$ cat src/rtl/mix_rx_fifo.sv
// UART 8N1 receiver with first-word-fall-through FIFO for the MIX console IN path.
// Build option: define MIX_RX_CHARCODE_EN to translate ASCII into MIX character codes on push.
module mix_rx_fifo #(
    parameter int CLKS_PER_BIT = 217,
    parameter int DEPTH_LOG2   = 4
) (
    input  logic                  clk,
    input  logic                  reset,
    input  logic                  rx,
    output logic [7:0]            data_out,
    output logic                  valid,
    input  logic                  ready,
    output logic [DEPTH_LOG2:0]   count,
    output logic                  overrun,
    output logic                  frame_err,
    input  logic                  clear
);

    // state  | meaning
    // IDLE   | line idle, waiting for a falling edge
    // START  | timing to the middle of the start bit
    // DATA   | sampling eight data bits, LSB first
    // STOP   | timing to the middle of the stop bit
    // BREAK  | stop bit was low, waiting for the line to return high
    typedef enum logic [2:0] {S_IDLE, S_START, S_DATA, S_STOP, S_BREAK} state_t;

    localparam int                  DEPTH    = 1 << DEPTH_LOG2;
    localparam int                  TW       = $clog2(CLKS_PER_BIT + 1);
    localparam logic [TW-1:0]       TMR_FULL = TW'(CLKS_PER_BIT);
    localparam logic [TW-1:0]       TMR_HALF = TW'(CLKS_PER_BIT / 2);
    localparam logic [DEPTH_LOG2:0] CNT_FULL = (DEPTH_LOG2 + 1)'(DEPTH);

    state_t                r_state, w_state_next;
    logic                  r_rx_meta, r_rxs;
    logic [TW-1:0]         r_timer;
    logic [2:0]            r_bit_idx;
    logic [7:0]            r_shift;
    logic                  r_push;
    logic [7:0]            r_push_data;
    logic [7:0]            r_mem [DEPTH];
    logic [DEPTH_LOG2-1:0] r_rd_ptr, r_wr_ptr;
    logic [DEPTH_LOG2:0]   r_count;
    logic [7:0]            r_data_out;
    logic                  r_overrun, r_frame_err;

    logic                  w_tc;
    logic                  w_tmr_load;
    logic [TW-1:0]         w_tmr_val;
    logic                  w_shift_en, w_idx_clr, w_push_set, w_frame_evt;
    logic [7:0]            w_push_byte;
    logic                  w_pop, w_full, w_push_ok, w_ovr_evt;
    logic [DEPTH_LOG2-1:0] w_rd_next;
    logic [DEPTH_LOG2:0]   w_count_next;

    always_ff @(posedge clk or negedge reset) begin
        if (!reset) begin
            r_rx_meta <= 1'b1;
            r_rxs     <= 1'b1;
        end else begin
            r_rx_meta <= rx;
            r_rxs     <= r_rx_meta;
        end
    end

    assign w_tc = (r_timer == TW'(1));

    always_ff @(posedge clk or negedge reset) begin
        if (!reset) r_state <= S_IDLE;
        else        r_state <= w_state_next;
    end

    always_comb begin
        w_state_next = r_state;
        case (r_state)
            S_IDLE:  if (!r_rxs) w_state_next = S_START;
            S_START: if (w_tc) w_state_next = r_rxs ? S_IDLE : S_DATA;
            S_DATA:  if (w_tc && r_bit_idx == 3'd7) w_state_next = S_STOP;
            S_STOP:  if (w_tc) w_state_next = r_rxs ? S_IDLE : S_BREAK;
            S_BREAK: if (r_rxs) w_state_next = S_IDLE;
            default: w_state_next = S_IDLE;
        endcase
    end

    always_comb begin
        w_tmr_load  = 1'b0;
        w_tmr_val   = TMR_FULL;
        w_shift_en  = 1'b0;
        w_idx_clr   = 1'b0;
        w_push_set  = 1'b0;
        w_frame_evt = 1'b0;
        case (r_state)
            S_IDLE: if (!r_rxs) begin
                w_tmr_load = 1'b1;
                w_tmr_val  = TMR_HALF;
            end
            S_START: if (w_tc && !r_rxs) begin
                w_tmr_load = 1'b1;
                w_idx_clr  = 1'b1;
            end
            S_DATA: if (w_tc) begin
                w_tmr_load = 1'b1;
                w_shift_en = 1'b1;
            end
            S_STOP: if (w_tc) begin
                w_push_set  = r_rxs;
                w_frame_evt = !r_rxs;
            end
            default: ;
        endcase
    end

    always_ff @(posedge clk or negedge reset) begin
        if (!reset) begin
            r_timer   <= '0;
            r_bit_idx <= '0;
            r_shift   <= '0;
        end else begin
            if (w_tmr_load)          r_timer <= w_tmr_val;
            else if (r_timer != '0)  r_timer <= r_timer - TW'(1);
            if (w_idx_clr)           r_bit_idx <= '0;
            else if (w_shift_en)     r_bit_idx <= r_bit_idx + 3'd1;
            if (w_shift_en)          r_shift <= {r_rxs, r_shift[7:1]};
        end
    end

`ifdef MIX_RX_CHARCODE_EN
    function automatic logic [7:0] f_charcode(input logic [7:0] c);
        logic [7:0] u;
        logic [7:0] r;
        u = (c >= 8'h61 && c <= 8'h7A) ? c - 8'h20 : c;
        r = 8'd0;
        if (u >= 8'h41 && u <= 8'h49)      r = u - 8'h40;
        else if (u >= 8'h4A && u <= 8'h52) r = u - 8'h3F;
        else if (u >= 8'h53 && u <= 8'h5A) r = u - 8'h3D;
        else if (u >= 8'h30 && u <= 8'h39) r = u - 8'h12;
        else begin
            case (u)
                8'h2E: r = 8'd40;
                8'h2C: r = 8'd41;
                8'h28: r = 8'd42;
                8'h29: r = 8'd43;
                8'h2B: r = 8'd44;
                8'h2D: r = 8'd45;
                8'h2A: r = 8'd46;
                8'h2F: r = 8'd47;
                8'h3D: r = 8'd48;
                8'h24: r = 8'd49;
                8'h3C: r = 8'd50;
                8'h3E: r = 8'd51;
                8'h40: r = 8'd52;
                8'h3B: r = 8'd53;
                8'h3A: r = 8'd54;
                8'h27: r = 8'd55;
                default: r = 8'd0;
            endcase
        end
        return r;
    endfunction

    assign w_push_byte = f_charcode(r_shift);
`else
    assign w_push_byte = r_shift;
`endif

    // Push is registered so the FIFO sees it one cycle after the stop-bit sample.
    always_ff @(posedge clk or negedge reset) begin
        if (!reset) begin
            r_push      <= 1'b0;
            r_push_data <= '0;
        end else begin
            r_push <= w_push_set;
            if (w_push_set) r_push_data <= w_push_byte;
        end
    end

    assign w_pop     = ready && (r_count != '0);
    assign w_full    = (r_count == CNT_FULL);
    assign w_push_ok = r_push && (!w_full || w_pop);
    assign w_ovr_evt = r_push && w_full && !w_pop;
    assign w_rd_next = r_rd_ptr + DEPTH_LOG2'(w_pop);

    always_comb begin
        w_count_next = r_count;
        if (w_push_ok && !w_pop)      w_count_next = r_count + (DEPTH_LOG2 + 1)'(1);
        else if (!w_push_ok && w_pop) w_count_next = r_count - (DEPTH_LOG2 + 1)'(1);
    end

    always_ff @(posedge clk) begin
        if (w_push_ok) r_mem[r_wr_ptr] <= r_push_data;
    end

    // Head register keeps data_out glitch-free and holds the last value when empty.
    always_ff @(posedge clk or negedge reset) begin
        if (!reset) begin
            r_rd_ptr   <= '0;
            r_wr_ptr   <= '0;
            r_count    <= '0;
            r_data_out <= '0;
        end else begin
            r_rd_ptr <= w_rd_next;
            r_count  <= w_count_next;
            if (w_push_ok) r_wr_ptr <= r_wr_ptr + DEPTH_LOG2'(1);
            if (w_count_next != '0) begin
                if (w_push_ok && w_rd_next == r_wr_ptr) r_data_out <= r_push_data;
                else                                     r_data_out <= r_mem[w_rd_next];
            end
        end
    end

    always_ff @(posedge clk or negedge reset) begin
        if (!reset) begin
            r_overrun   <= 1'b0;
            r_frame_err <= 1'b0;
        end else begin
            r_overrun   <= w_ovr_evt   || (r_overrun   && !clear);
            r_frame_err <= w_frame_evt || (r_frame_err && !clear);
        end
    end

    assign data_out  = r_data_out;
    assign valid     = (r_count != '0);
    assign count     = r_count;
    assign overrun   = r_overrun;
    assign frame_err = r_frame_err;

endmodule

$ cat config.mk
export PLATFORM = sky130hd
export DESIGN_NAME = mix_rx_fifo
export DESIGN_NICKNAME = d
export VERILOG_FILES = /design/src/rtl/mix_rx_fifo.sv
export SDC_FILE = /design/constraint.sdc
export NUM_CORES = 1
export LEC_CHECK = 0
export ABC_AREA = 1
export CORE_ASPECT_RATIO = 0.7
export CORE_MARGIN = 2
export CORE_UTILIZATION = 55
export CTS_BUF_LIST = sky130_fd_sc_hd__clkbuf_4 sky130_fd_sc_hd__clkbuf_8 sky130_fd_sc_hd__clkbuf_16
export CTS_CLUSTER_DIAMETER = 40
export DETAILED_ROUTE_END_ITERATION = 16
export MAX_ROUTING_LAYER = met4
export PLACE_DENSITY = 0.72
export SYNTH_ARGS = -nofsm -noshare
export SYNTH_HDL_FRONTEND = slang
export SYNTH_SLANG_ARGS = --single-unit
$ cat constraint.sdc
create_clock -name clk -period 3.14 [get_ports clk]
set_input_delay 0.314 -clock clk [delete_from_list [all_inputs] [get_ports clk]]
set_output_delay 0.314 -clock clk [all_outputs]
set_load 0.05 [all_outputs]
Word-level counts from Yosys, hierarchy flattened
Memory sizes are Yosys's and may differ from the RTL's. A register that Yosys moved wholly into a read port is not among the register bits.
Cells that the tools add are included.
- reductions and logical operators: 26
- mux-type cells: 28
- add/subtract/negate cells: 6
- equality and inequality tests: 12
- operators with widths (operator ; number):
    $mux 8 ; 4
    $mux 3 ; 8
    $pmux 3 s5 ; 1
    $mux 1 ; 11
    $logic_and 1x1->1 ; 10
    $mux 5 ; 2
    $ne 2x2->1 const B ; 5
    $reduce_bool 5->1 ; 2
    $eq 8x1->1 const B ; 1
    $reduce_bool 8->1 ; 1
    $sub 8x1->8 const B ; 1
    $eq 3x2->1 const B ; 2
    $eq 3x3->1 const B ; 2
    $logic_not 1->1 ; 6
    $add 5x1->5 const B ; 1
    $eq 5x5->1 const B ; 1
    $reduce_and 5->1 ; 1
    $sub 5x1->5 const B ; 1
    $add 4x1->4 ; 1
    $add 4x1->4 const B ; 1
    $reduce_bool 2->1 ; 2
    $add 3x1->3 const B ; 1
    $eq 3x1->1 const B ; 1
    $logic_not 3->1 ; 1
    other kinds (3) ; 5
- memories kept: 1
- flip-flop bits (word level): 48
- memory bits (writable): 128
- memory list (name ; words ; bits a word ; rd ports ; clocked after Yosys merged registers in ; wr ports ; line ; RTL):
    r_mem ; 16 ; 8 ; 1 ; 1 ; 1 ; 40 ; logic [7:0] r_mem [DEPTH];

Longest topological paths before layout
- word-level depth: 9
- depth in mapped cells: 18

Least setup slack after synthesis
Ideal clock, no wire load.
- path type: flip-flop to flip-flop
- start point: register r_count[0], in the netlist count[0]
- end point: register r_data_out[0], in the netlist data_out[0] (read register of r_mem)
- data arrival time: 3029 ps
- stages on the path, launching flop included: 16
- buffers on the path: 0
- setup time: 119 ps
- setup slack: -7 ps
- clock period less this slack: 3147 ps
- cells stage by stage: dfrtp_1 inv_1 ha_1 nand3_4 nand2_4 inv_2 ha_1 ha_1 xnor2_2 nor2_1 nor3_4 nand3_4 nand2_1 nand2_1 nand2_1 nand2_1
- cells in the longest elaborated chain, start to end: 9
- ends and longest elaborated chain (item ; line ; RTL):
    start, declared ; 42 ; logic [DEPTH_LOG2:0] r_count;
    start signal, assigned ; 201 ; r_count <= w_count_next;
    $reduce_bool 5->1 * ; -- ;
    via valid ; 11 ; output logic valid,
    $logic_and 1x1->1 * ; 176 ; assign w_pop = ready && (r_count != '0);
    $logic_or 1x1->1 ; 178 ; assign w_push_ok = r_push && (!w_full || w_pop);
    $logic_and 1x1->1 ; 178 ;
    $logic_not 1->1 ; 185 ; else if (!w_push_ok && w_pop) w_count_next = r_count - (DEPTH_LOG2 + 1)'(1);
    $logic_and 1x1->1 ; 185 ;
    $mux 5 ; 185 ;
    $mux 5 ; 184 ; if (w_push_ok && !w_pop) w_count_next = r_count + (DEPTH_LOG2 + 1)'(1);
    $reduce_bool 5->1 ; 203 ; if (w_count_next != '0) begin
    end, declared ; 43 ; logic [7:0] r_data_out;
The timed path passes the listed nets; every way through them passes the cells marked *.
A chain may end at the register's enable or synchronous reset.

Final worst setup path
- start point: register r_count[0], in the netlist count[0]
- end point: register r_data_out[4], in the netlist data_out[4] (read register of r_mem)
- cells in the longest elaborated chain, start to end: 9
- ends and longest elaborated chain (item ; line):
    $eq 5x5->1 or $reduce_bool 5->1 (tied branches) ; 177, 176
    $logic_not 1->1 or $logic_and 1x1->1 (tied branches) ; 178, 176
    $logic_or 1x1->1 ; 178
    $logic_and 1x1->1 ; 178
    $logic_not 1->1 ; 185
    $logic_and 1x1->1 ; 185
    $mux 5 ; 185
    $mux 5 ; 184
    $reduce_bool 5->1 ; 203
Parallel ways exist; a longest one is shown, timed or not.

==> impl_metrics.ini <==
[status]
status = finished clean

[synthesis]
synth_cell_types = 38
synthTopCellsByCount = nor2_1, edfxtp_1, nand2_1
yosysTopAreaCellShare_pct = 47.3
ys_seq_area_share_pct = 64.5
async_flop_share_pct = 30.4
yosysTopAreaCell = edfxtp_1
netlist_area_mm2 = 0.00813
yosysMostFrequentCell = nor2_1
ys_seq_elements = 184
yosysWarnings = 0
synthCells = 736
avgSynthCellArea_um2 = 11.0
syn_nets = 755
synth_edf_count = 128
ys.flop_type = edfxtp_1
synth_area_leaders = edfxtp_1, dfrtp_1, nor2_1

[die]
die_h_um = 106
core-area_mm2 = 0.0146
start_util_pct = 55.8
io_pins = 21
dieArea_mm2 = 0.0158
die_x_um = 149
rows = 37

[clock_network]
htree_levels = 4
clock_latency_ns = 0.44
cts-root-buf = clkbuf_16
cts_tree = built
cts_buffer_depth = 2
cts.sinks = 184
cts_made_buffers = 17
clk_pin_slew_ns = 0.07

[setup_path]
arrival_ns = 3.38
endpoint = data_out[4]
crit_start = count[0]
path_cells = inv_1, ha_2, nand3_4, nand2_4, inv_2, ha_1, ha_4, xnor2_2, inv_4, nor2_1, nor3_4, buf_4, nand4_1, nand2_1, nand2_1, nand2_1
critPathMaxStageDelay_ns = 0.43
critPathKind = flop to flop
r2r_end = data_out[4]
crit_path_frequent_cell = nand2_1
r2r-start = count[0]
critPathMaxFanout = 18
rrSetupSlack_ns = 0.14
worst_path_max_delay_cell = dfrtp_2
end_kind = flop
crit_family = simple AND/OR/NAND/NOR gates
reg2reg_depth = 16
critPathBufInv = 4
start_kind = flop
path_depth = 16
required_ns = 3.51

[routing]
vias = 5597
via_per_inst = 5.75
wl_um = 18300
route.detailed.drc = 0
drt_first_iter_violations = 733
ant_nets = 0
dr.pass1.iters = 7
avgRoutedWirePerCell_um = 18.8

[power]
power-per-cell-area_mw_per_mm2 = 970
p_sw_mw = 3.67
p_total_mw = 9.03
power_frac_comb_pct = 43.7
ir_drop_mv = 0.440
p_leak_nw = 3.85
seq_power_share_pct = 31.2
clockPowerShare_pct = 25.1
p_int_mw = 5.36
p_sw_share_pct = 40.6

[global_routing]
grt_pass1_wl_um = 28500
grt_usage_pct = 25.0
grt_pass1_vias = 5220
grt_start_max_net_pins = 67
overflow = 0
antenna_found_initial = 0

[layout]
nNetsFinal = 785
drive_above_1_share_pct = 11.4
nFillCells = 1107
diodes = 0
syn_to_final_growth_pct = 14.4

[sta]
hold_ws_ns = 0.00910
slew_headroom_pct = 39.0
slew_violations = 0
final_hold_viol_count = 0
period_needed_ns = 3.00
fin_skew_ns = 0.00939
setup_violations = 0
fin_crit_sh_pct = 95.6
worst_pin_slew_ns = 0.915
max_freq_mhz = 333

[hold_path]
holdCritPathClass = primary input to asynchronous set/reset pin

[flow_run]
drv_cap = 0

[placed_design]
port_buffers = 20
hpwl_um = 11400
gp_congestion = 0.940
routing by layer:
metal	track usage [%]	wire length, um
met2	34.9	8230
met1	37.0	8500
met5	-	0
met4	7.89	240
met3	5.06	1350
worst min path at each step:
stage	depth (start not counted)	slack (ns)	to	from
2_1_floorplan	0	0.02	count[0]	reset
3_3_place_gp	0	0.36	r_rxs	r_rx_meta
3_5_place_dp	0	0.36	r_rxs	r_rx_meta
4_1_cts	1	0.01	count[4]	reset
5_1_grt	1	0.08	count[4]	reset
6_report	1	0.009	count[2]	reset
kinds of logic after synthesis:
family | Yosys count | share of synthesized area, %
XOR/XNOR | 14 | 2.06
AO/OA/AOI/OAI | 137 | 9.69
buffers and inverters | 72 | 3.69
flip-flops | 184 | 64.5
adder cells (fa/ha/maj) | 14 | 2.15
AND/OR/NAND/NOR | 315 | 17.9
state kept, by name, indices dropped and copies added, names as in the netlist, 3 cells and up:
name         flops
count            5
data_out         8
r_bit_idx        3
r_mem          128
r_push_data      8
r_rd_ptr         4
r_shift          8
r_state          3
r_timer          8
r_wr_ptr         4
area by class of cell:
| type | count | area (um^2) | share of cell area [%] |
|---|---|---|---|
| Inverter | 44 | 175 | 1.88 |
| Clock buffer | 26 | 617 | 6.63 |
| Timing Repair Buffer | 39 | 384 | 4.13 |
| Sequential cell | 184 | 5250 | 56.4 |
| Multi-Input combinational cell | 480 | 2600 | 27.9 |
| Clock inverter | 6 | 37.5 | 0.403 |
| Tap cell | 195 | 244 | 2.62 |
power groups by stage:
stage	Combinational [mW]	Clock (mW)	Sequential (mW)
after global placement	3.63	0	2.85
final	3.94	2.27	2.82
after CTS	3.74	2.30	2.81
after global routing	4.32	2.39	2.83
after floorplan	2.42	0	3.09
after detailed placement	3.70	0	2.86
metrics by stage:
| stage | setup slack (ns) | area (um^2) | setup TNS [ns] | util (%) | std cells |
|---|---|---|---|---|---|
| after CTS | 0.0278 | 9230 | 0 | 63.3 | 970 |
| after global placement | 0.158 | 8580 | 0 | 58.8 | 938 |
| after floorplan | 0.0242 | 8130 | 0 | - | 736 |
| after detailed placement | 0.0985 | 8580 | 0 | 58.8 | 938 |
| after global routing | -0.0212 | 9310 | -0.0506 | 63.8 | 974 |
| final | 0.137 | 9310 | 0 | 63.8 | 974 |
placed cells by master, fill, tap and decap left out, types with 2 or more instances in the layout:
cell type	instances
nand3_4	3
inv_6	2
nand3_2	3
o21ai_0	88
nand2_2	5
dfrtp_1	53
clkbuf_8	3
clkdlybuf4s50_1	19
ha_1	12
xnor2_1	2
clkbuf_16	24
inv_4	3
buf_4	15
edfxtp_1	128
nand2_4	3
o22ai_1	2
xor2_4	2
nor2_1	131
a21oi_1	9
nand3_1	28
inv_2	4
a31oi_1	3
nand4_1	23
o211ai_1	32
buf_12	2
nand2_1	109
nor4_1	2
clkinv_2	3
inv_1	37
nor2_8	2
xor2_1	9
dfstp_2	2
timing repair:
item | in CTS | in global routing
hold buffers | 0 | 0
gates resized for setup | 0 | 9
endpoints found under the setup margin | 0 | 8
setup buffers | 0 | 3
(Power assumes the default switching activity.)
